**src/rtl/aes_dec_pkg.sv**
```systemverilog
// Shared types and GF(2^8) helpers for the AES decryption round stages.
// State vectors use ascending [0:127] order: byte k = bits [8k:8k+7].
package aes_dec_pkg;

    typedef enum logic [1:0] {
        ST_IDLE = 2'd0,
        ST_MIX  = 2'd1,
        ST_HOLD = 2'd2
    } state_t;

    localparam int NUM_COLS = 4;
    localparam int COL_W    = 32;

    function automatic logic [7:0] xtime(input logic [7:0] b);
        return {b[6:0], 1'b0} ^ (b[7] ? 8'h1b : 8'h00);
    endfunction

    // The inverse-mix coefficients are built from b*2, b*4 and b*8.
    function automatic logic [7:0] gmul9(input logic [7:0] b);
        logic [7:0] x8;
        x8 = xtime(xtime(xtime(b)));
        return x8 ^ b;
    endfunction

    function automatic logic [7:0] gmul11(input logic [7:0] b);
        logic [7:0] x2;
        logic [7:0] x8;
        x2 = xtime(b);
        x8 = xtime(xtime(x2));
        return x8 ^ x2 ^ b;
    endfunction

    function automatic logic [7:0] gmul13(input logic [7:0] b);
        logic [7:0] x4;
        logic [7:0] x8;
        x4 = xtime(xtime(b));
        x8 = xtime(x4);
        return x8 ^ x4 ^ b;
    endfunction

    function automatic logic [7:0] gmul14(input logic [7:0] b);
        logic [7:0] x2;
        logic [7:0] x4;
        logic [7:0] x8;
        x2 = xtime(b);
        x4 = xtime(x2);
        x8 = xtime(x4);
        return x8 ^ x4 ^ x2;
    endfunction

    function automatic logic [0:31] col_slice(input logic [0:127] s, input logic [1:0] c);
        return s[{c, 5'b00000} +: 32];
    endfunction

endpackage

```
**src/rtl/inv_mix_column.sv**
```systemverilog
// Combinational InvMixColumns on one 32-bit column; a0 occupies bits [0:7].
module inv_mix_column
    import aes_dec_pkg::*;
(
    input  logic [0:31] col_in,
    output logic [0:31] col_out
);

    logic [7:0] a0, a1, a2, a3;

    assign a0 = col_in[0:7];
    assign a1 = col_in[8:15];
    assign a2 = col_in[16:23];
    assign a3 = col_in[24:31];

    assign col_out[0:7]   = gmul14(a0) ^ gmul11(a1) ^ gmul13(a2) ^ gmul9(a3);
    assign col_out[8:15]  = gmul9(a0)  ^ gmul14(a1) ^ gmul11(a2) ^ gmul13(a3);
    assign col_out[16:23] = gmul13(a0) ^ gmul9(a1)  ^ gmul14(a2) ^ gmul11(a3);
    assign col_out[24:31] = gmul11(a0) ^ gmul13(a1) ^ gmul9(a2)  ^ gmul14(a3);

endmodule

```
**src/rtl/inv_mix_add_key.sv**
```systemverilog
// AddRoundKey followed by InvMixColumns, with a valid/ready hold stage on the output.
// Define INV_MIX_PARALLEL_EN to transform all four columns in one cycle instead of one per cycle.
module inv_mix_add_key
    import aes_dec_pkg::*;
(
    input  logic         clk,
    input  logic         rst,
    input  logic         in_valid,
    output logic         in_ready,
    input  logic [0:127] in_state,
    input  logic [0:127] in_key,
    input  logic         in_last,
    output logic         out_valid,
    input  logic         out_ready,
    output logic [0:127] out_state,
    output logic         busy
);

    state_t       state;
    state_t       state_next;
    logic [0:127] work;

`ifdef INV_MIX_PARALLEL_EN
    logic [0:127] mix_all;

    for (genvar c = 0; c < NUM_COLS; c++) begin : g_col
        inv_mix_column u_col (
            .col_in  (work[c*COL_W +: COL_W]),
            .col_out (mix_all[c*COL_W +: COL_W])
        );
    end
`else
    logic [1:0]  col;
    logic [0:31] mix_in;
    logic [0:31] mix_out;

    assign mix_in = col_slice(work, col);

    inv_mix_column u_col (
        .col_in  (mix_in),
        .col_out (mix_out)
    );
`endif

    // State register.
    always_ff @(posedge clk or posedge rst) begin
        if (rst) begin
            state <= ST_IDLE;
        end else begin
            state <= state_next;
        end
    end

    // Next-state logic.
    always_comb begin
        state_next = state;
        case (state)
            ST_IDLE: begin
                if (in_valid) begin
                    state_next = in_last ? ST_HOLD : ST_MIX;
                end else begin
                    state_next = ST_IDLE;
                end
            end
            ST_MIX: begin
`ifdef INV_MIX_PARALLEL_EN
                state_next = ST_HOLD;
`else
                if (col == 2'd3) begin
                    state_next = ST_HOLD;
                end else begin
                    state_next = ST_MIX;
                end
`endif
            end
            ST_HOLD: begin
                if (out_ready) begin
                    state_next = ST_IDLE;
                end else begin
                    state_next = ST_HOLD;
                end
            end
            default: state_next = ST_IDLE;
        endcase
    end

    // Handshake and status outputs decoded from the state register.
    always_comb begin
        in_ready  = (state == ST_IDLE);
        out_valid = (state == ST_HOLD);
        busy      = (state == ST_MIX) || (state == ST_HOLD);
    end

    // Work register: key XOR on accept, column writeback while mixing.
    always_ff @(posedge clk or posedge rst) begin
        if (rst) begin
            work <= 128'd0;
        end else begin
            case (state)
                ST_IDLE: begin
                    if (in_valid) begin
                        work <= in_state ^ in_key;
                    end
                end
`ifdef INV_MIX_PARALLEL_EN
                ST_MIX:  work <= mix_all;
`else
                ST_MIX:  work[{col, 5'b00000} +: 32] <= mix_out;
`endif
                default: work <= work;
            endcase
        end
    end

`ifndef INV_MIX_PARALLEL_EN
    // Column counter; wraps back to 0 after the last column.
    always_ff @(posedge clk or posedge rst) begin
        if (rst) begin
            col <= 2'd0;
        end else if (state == ST_IDLE) begin
            col <= 2'd0;
        end else if (state == ST_MIX) begin
            col <= col + 2'd1;
        end else begin
            col <= col;
        end
    end
`endif

    assign out_state = work;

endmodule

```
**config.mk**
```make
export PLATFORM = sky130hd
export DESIGN_NAME = inv_mix_add_key
export DESIGN_NICKNAME = d
export VERILOG_FILES = /design/src/rtl/aes_dec_pkg.sv /design/src/rtl/inv_mix_column.sv /design/src/rtl/inv_mix_add_key.sv
export SDC_FILE = /design/constraint.sdc
export NUM_CORES = 1
export LEC_CHECK = 0
export BUFFER_PORTS_ARGS = -buffer_cell sky130_fd_sc_hd__buf_2
export CAP_MARGIN = 30
export CORE_AREA = 5 5 140 175
export DETAILED_ROUTE_END_ITERATION = 16
export DIE_AREA = 0 0 145 180
export GPL_TIMING_DRIVEN = 0
export PLACE_DENSITY = 0.74
export SLEW_MARGIN = 20
export SYNTH_ARGS = -nofsm -noshare
export SYNTH_HDL_FRONTEND = slang
export SYNTH_SLANG_ARGS = --single-unit
```
**constraint.sdc**
```tcl
create_clock -name clk -period 4.84 [get_ports clk]
set_input_delay 1.21 -clock clk [delete_from_list [all_inputs] [get_ports clk]]
set_output_delay 1.21 -clock clk [all_outputs]
set_load 0.01 [all_outputs]
```
---- Word-level counts from Yosys, hierarchy flattened ----
Index checks and enable logic that the tools add are counted.
operators by class
  $add $sub $neg .......................... 2
  eq/ne operators ......................... 4
  shift-type cells ........................ 3
  muxes and demuxes ....................... 22
  bitwise logic cells ..................... 50
  reduce and logical (&&, ||, !) cells .... 4
operators with widths
  kind                                                                       count
  8-bit bitwise XOR                                                          48
  128-bit one-hot mux with 2 select lines                                    1
  129-bit by 9-bit variable shift with 128-bit output, first input constant  1
  128-bit by 8-bit indexed part select with 129-bit output                   1
  129-bit by 9-bit indexed part select with 128-bit output                   1
  128-bit bitwise mux                                                        1
  128-bit 2-to-1 mux                                                         1
  128-bit bitwise XOR                                                        1
  5-bit 2-to-1 mux                                                           12
  2-bit 2-to-1 mux                                                           6
  8-bit negator with 9-bit output                                            1
  7-bit inverter with 8-bit output                                           1
  2-bit one-hot mux with 3 select lines                                      1
  2-bit == test, second input constant                                       2
  2-bit by 1-bit adder with 2-bit output, second input constant              1
  2-bit by 1-bit == test with 1-bit output, second input constant            1
  2-bit zero test                                                            1
  2-bit inequality test, second input constant                               1
  2-bit AND reduction                                                        1
  2-bit nonzero test                                                         1
  1-bit logical OR                                                           1
storage, ports and cells
  register bits ........................... 132
  bits of input ports ..................... 261
  output and inout port bits .............. 131
  logic and storage cells ................. 88

---- Longest topological paths before layout ----
  word-level depth ........................ 16
  mapped depth ............................ 12
  depth with buffers taken out ............ 8

---- Modules after synthesis ----
Synthesis repeated with hierarchy kept, for this count alone.
unflattened totals
  cells, all modules ...................... 849
  area, all modules ....................... 10605.2 um2
by module, submodules not included
  module           instances  cells each  area each (um2)
  inv_mix_add_key  1          636         8355.5
  inv_mix_column   1          213         2249.7

---- Least setup slack after synthesis ----
OpenSTA, ideal clock, no wires.
  path type ............................... reg-to-reg
  start ................................... register col[0]
  end ..................................... register work (netlist bit out_state[58])
  arrival time ............................ 2887 ps
  required time ........................... 4710 ps
  slack ................................... 1823 ps
  cell stages (with the launch flop) ...... 10
  path through ............................ dfrtp_1 -> buf_6 -> mux4_2 -> buf_6 -> xnor3_2 -> xnor3_1 -> xnor3_1 -> xnor3_1 -> a22oi_1 -> o21ai_1
on the way
  longest elaborated chain between the ends .. 14
  elaborated cells between the ends (all ways) .. 67
  those cells by class .................... add/sub: 1; shift: 3; mux: 14; bitwise: 49
RTL lines
  item                                                                 RTL line                                                 text
  start, declared                                                      inv_mix_add_key.sv:33                                    logic [1:0] col;
  start signal, assigned                                               inv_mix_add_key.sv:123                                   col <= col + 2'd1;
  start signal, assigned                                               inv_mix_add_key.sv:125                                   col <= col;
  7-bit inverter with 8-bit output (implied by the code) (*)           aes_dec_pkg.sv:52, inv_mix_add_key.sv:108
  128-bit by 8-bit indexed part select with 129-bit output             aes_dec_pkg.sv:52                                        return s[{c, 5'b00000} +: 32];
  8-bit bitwise XOR or 5-bit 2-to-1 mux (tied branches) (2 in series)  aes_dec_pkg.sv:15                                        return {b[6:0], 1'b0} ^ (b[7] ? 8'h1b : 8'h00);
  5-bit 2-to-1 mux or 8-bit bitwise XOR (tied branches)                aes_dec_pkg.sv:15
  8-bit bitwise XOR                                                    aes_dec_pkg.sv:15
  8-bit bitwise XOR, on equally long branches (2 in series)            aes_dec_pkg.sv:30, aes_dec_pkg.sv:38, aes_dec_pkg.sv:48
  8-bit bitwise XOR, on equally long branches (3 in series)            --
  129-bit by 9-bit indexed part select with 128-bit output             inv_mix_add_key.sv:108                                   ST_MIX: work[{col, 5'b00000} +: 32] <= mix_out;
  128-bit bitwise mux (*)                                              inv_mix_add_key.sv:108
  128-bit one-hot mux with 2 select lines (*)                          inv_mix_add_key.sv:99                                    case (state)
  end signal, assigned                                                 inv_mix_add_key.sv:102                                   work <= in_state ^ in_key;
  end signal, assigned by index                                        inv_mix_add_key.sv:108
  end signal, assigned                                                 inv_mix_add_key.sv:110                                   default: work <= work;
  end, declared                                                        inv_mix_add_key.sv:21                                    logic [0:127] work;
Every way passes the cells marked *; elsewhere a longest branch is shown, timed or not.
A chain may end at the register's enable or synchronous reset.

---- Worst setup path in the final report ----
  start ................................... register col[0]
  end ..................................... register work (netlist bit out_state[43])
Same word-level chain as after synthesis.

==> impl_metrics.env <==
export IMPL_ant_nets=0
export IMPL_dp_slack_ns=1.18
export IMPL_via_per_inst=5.87
export IMPL_clk_path_buf_depth=2
export IMPL_syn_inst=959
export IMPL_core_um2=22700
export IMPL_yosys_warnings=0
export IMPL_synth_top_area_cell="dfrtp_1"
export IMPL_num_vias=9814
export IMPL_routabilityCongestion=1.00
export IMPL_design_area_um2=13200
export IMPL_fmax_mhz=272
export IMPL_initial_core_util=0.451
export IMPL_synth_seq_area_share=0.322
export IMPL_crit_path_start="col[0]"
export IMPL_die_h_um=180
export IMPL_status="complete, no violations"
export IMPL_synth_most_common_cell="xnor2_1"
export IMPL_synth_edf_count=0
export IMPL_async_reset_ff_frac=1.00
export IMPL_hold_violations=0
export IMPL_dieArea_um2=26100
export IMPL_min_period_ns=3.67
export IMPL_post_cts_setup_buffers=0
export IMPL_crit_slowest_cell="mux4_1"
export IMPL_required_ns=5.20
export IMPL_fin_cells=1673
export IMPL_fin_crit_sh=0.759
export IMPL_crit_top_cell="buf_12"
export IMPL_r2r_start="col[0]"
export IMPL_hold_buffers=0
export IMPL_dr_pass1_iters=7
export IMPL_slew_headroom=0.382
export IMPL_netlist_area_um2=10200
export IMPL_synthTopCellsByArea="dfrtp_1, xnor2_1, xor2_1, mux4_2, a22oi_1"
export IMPL_finalSetupViolCount=0
export IMPL_n_antenna_cell=0
export IMPL_critical_path_arrival_ns=4.03
export IMPL_drt_iter0_markers=971
export IMPL_synth_nets=1228
export IMPL_synth_top_flop_cell="dfrtp_1"
export IMPL_antenna_found_initial=0
export IMPL_crit_fanout=10
export IMPL_critPathMaxStageDelay_ns=0.76
export IMPL_worstMarginPinSlew_ns=0.920
export IMPL_layout_drive_gt1_share=0.365
export IMPL_syn2layout_area_growth_pct=29.1
export IMPL_insertion_delay_ns=0.44
export IMPL_syn_area_per_cell_um2=10.7
export IMPL_setup_ws_ns=1.17
export IMPL_path_class="flop to flop"
export IMPL_rsz0062_at_grt="no"
export IMPL_min_from="out_state[83]"
export IMPL_grt_pass1_vias=10142
export IMPL_hpwl_mm=32.3
export IMPL_grt_max_degree=86
export IMPL_synth_commonest_cells="xnor2_1, dfrtp_1, xor2_1"
export IMPL_clkSinkCount=132
export IMPL_endpoint_kind="flop"
export IMPL_place_area_um2=12600
export IMPL_clkTransAtPathRegs_ns=0.07
export IMPL_start_kind="flop"
export IMPL_grt_pass1_wl_mm=61.6
export IMPL_slew_violations=0
export IMPL_cts_buffers=17
export IMPL_post_cts_resized=0
export IMPL_gr_total_overflow=0
export IMPL_wirelength_mm=41.2
export IMPL_yosysTopAreaCellShare=0.322
export IMPL_cts_tree="yes"
export IMPL_dp_cells=1641
export IMPL_fin_util=0.582
export IMPL_worstPathCellList="buf_6 -> buf_12 -> buf_12 -> mux4_1 -> xnor2_4 -> xnor3_1 -> xor2_4 -> xor2_2 -> a22oi_1 -> o21ai_1"
export IMPL_nets=1641
export IMPL_cts_root_buffer="clkbuf_16"
export IMPL_ys_ff_latch=132
export IMPL_grt_total_usage=0.304
export IMPL_fin_skew_ns=0.0205
export IMPL_htree_levels=4
export IMPL_wl_per_cell_um=24.6
export IMPL_max_cap_violations=0
export IMPL_hold_path_class="flop to flop"
export IMPL_rows=62
export IMPL_die_w_um=145
export IMPL_io_pins=392
export IMPL_drc=0
export IMPL_ys_types=36
export IMPL_port_buffers=391
[layer usage]
metal | routed length, um | vias up | GRT usage | share of wire
met1 | 14600 | 4651 | 0.364 | 0.36
met4 | 1720 | 0 | 0.131 | 0.042
met3 | 4280 | 127 | 0.0758 | 0.10
met5 | 0 | - | 0 | 0
li1 | - | 4272 | - | -
met2 | 20500 | 764 | 0.520 | 0.50
[critical path, delay by kind of cell (launching register included)]
| kind | cells | cell delay, ns |
|---|---|---|
| multiplexers | 1 | 0.76 |
| flip-flops | 1 | 0.40 |
| XOR/XNOR | 4 | 1.39 |
| buffers and inverters | 3 | 0.67 |
| AO/OA/AOI/OAI | 2 | 0.34 |
[flip-flops by register name, summed over array words and instances, names as in the netlist]
name       cells
out_state    128
state          2
col            2
[worst paths after layout]
| check | endpoint | slack (ns) | cells past startpoint |
|---|---|---|---|
| min | out_state[83] | 0.50 | 2 |
| max | out_state[43] | 1.17 | 10 |
| min reg2reg | out_state[83] | 0.50 | 2 |
| max in group asynchronous | out_state[90] | 3.30 | 3 |
| max reg2reg | out_state[43] | 1.17 | 10 |
| min in group asynchronous | out_state[76] | 0.77 | 2 |
[cells by family (layout without fill, tap and decap cells)]
group / count (synthesis) / count (layout) / synth area share
XOR/XNOR: 308 / 308 / 0.329
AND/OR/NAND/NOR: 144 / 144 / 0.0614
buffers and inverters: 74 / 500 / 0.0398
adder cells (fa/ha/maj): 8 / 8 / 0.00977
multiplexers: 33 / 33 / 0.0724
AO/OA/AOI/OAI: 260 / 260 / 0.166
flip-flops: 132 / 132 / 0.322
[placed cells by master, fill, tap and decap left out, types with 19 or more instances in the layout]
cell type,instances
buf_2,395
xnor2_1,144
dfrtp_1,132
xor2_1,109
nand2_1,91
a22oi_1,85
o21ai_0,57
clkbuf_1,41
o21ai_1,39
o21a_1,32
mux4_2,29
o221ai_1,28
xnor3_1,19
a21oi_1,19
[through the flow]
step           setup TNS [ns]  hold WS (ns)
6_report                    0         0.504
3_3_place_gp          -202.01         0.478
2_1_floorplan               0         0.527
3_5_place_dp                0         0.491
4_1_cts                     0         0.506
5_1_grt                     0         0.531
[final cells by class]
cell class,instances,area [um2]
tap,288,360
clock buffer,19,443
multi-input combinational,753,6550
timing repair buffer,394,2000
sequential,132,3300
buffer,65,374
fill,1992,9490
clock inverter,13,173
inverter,9,41.3
Power is left out: the tool's default activity adds up to more than one toggle a clock period on the data nets, which glitch-free logic cannot reach.
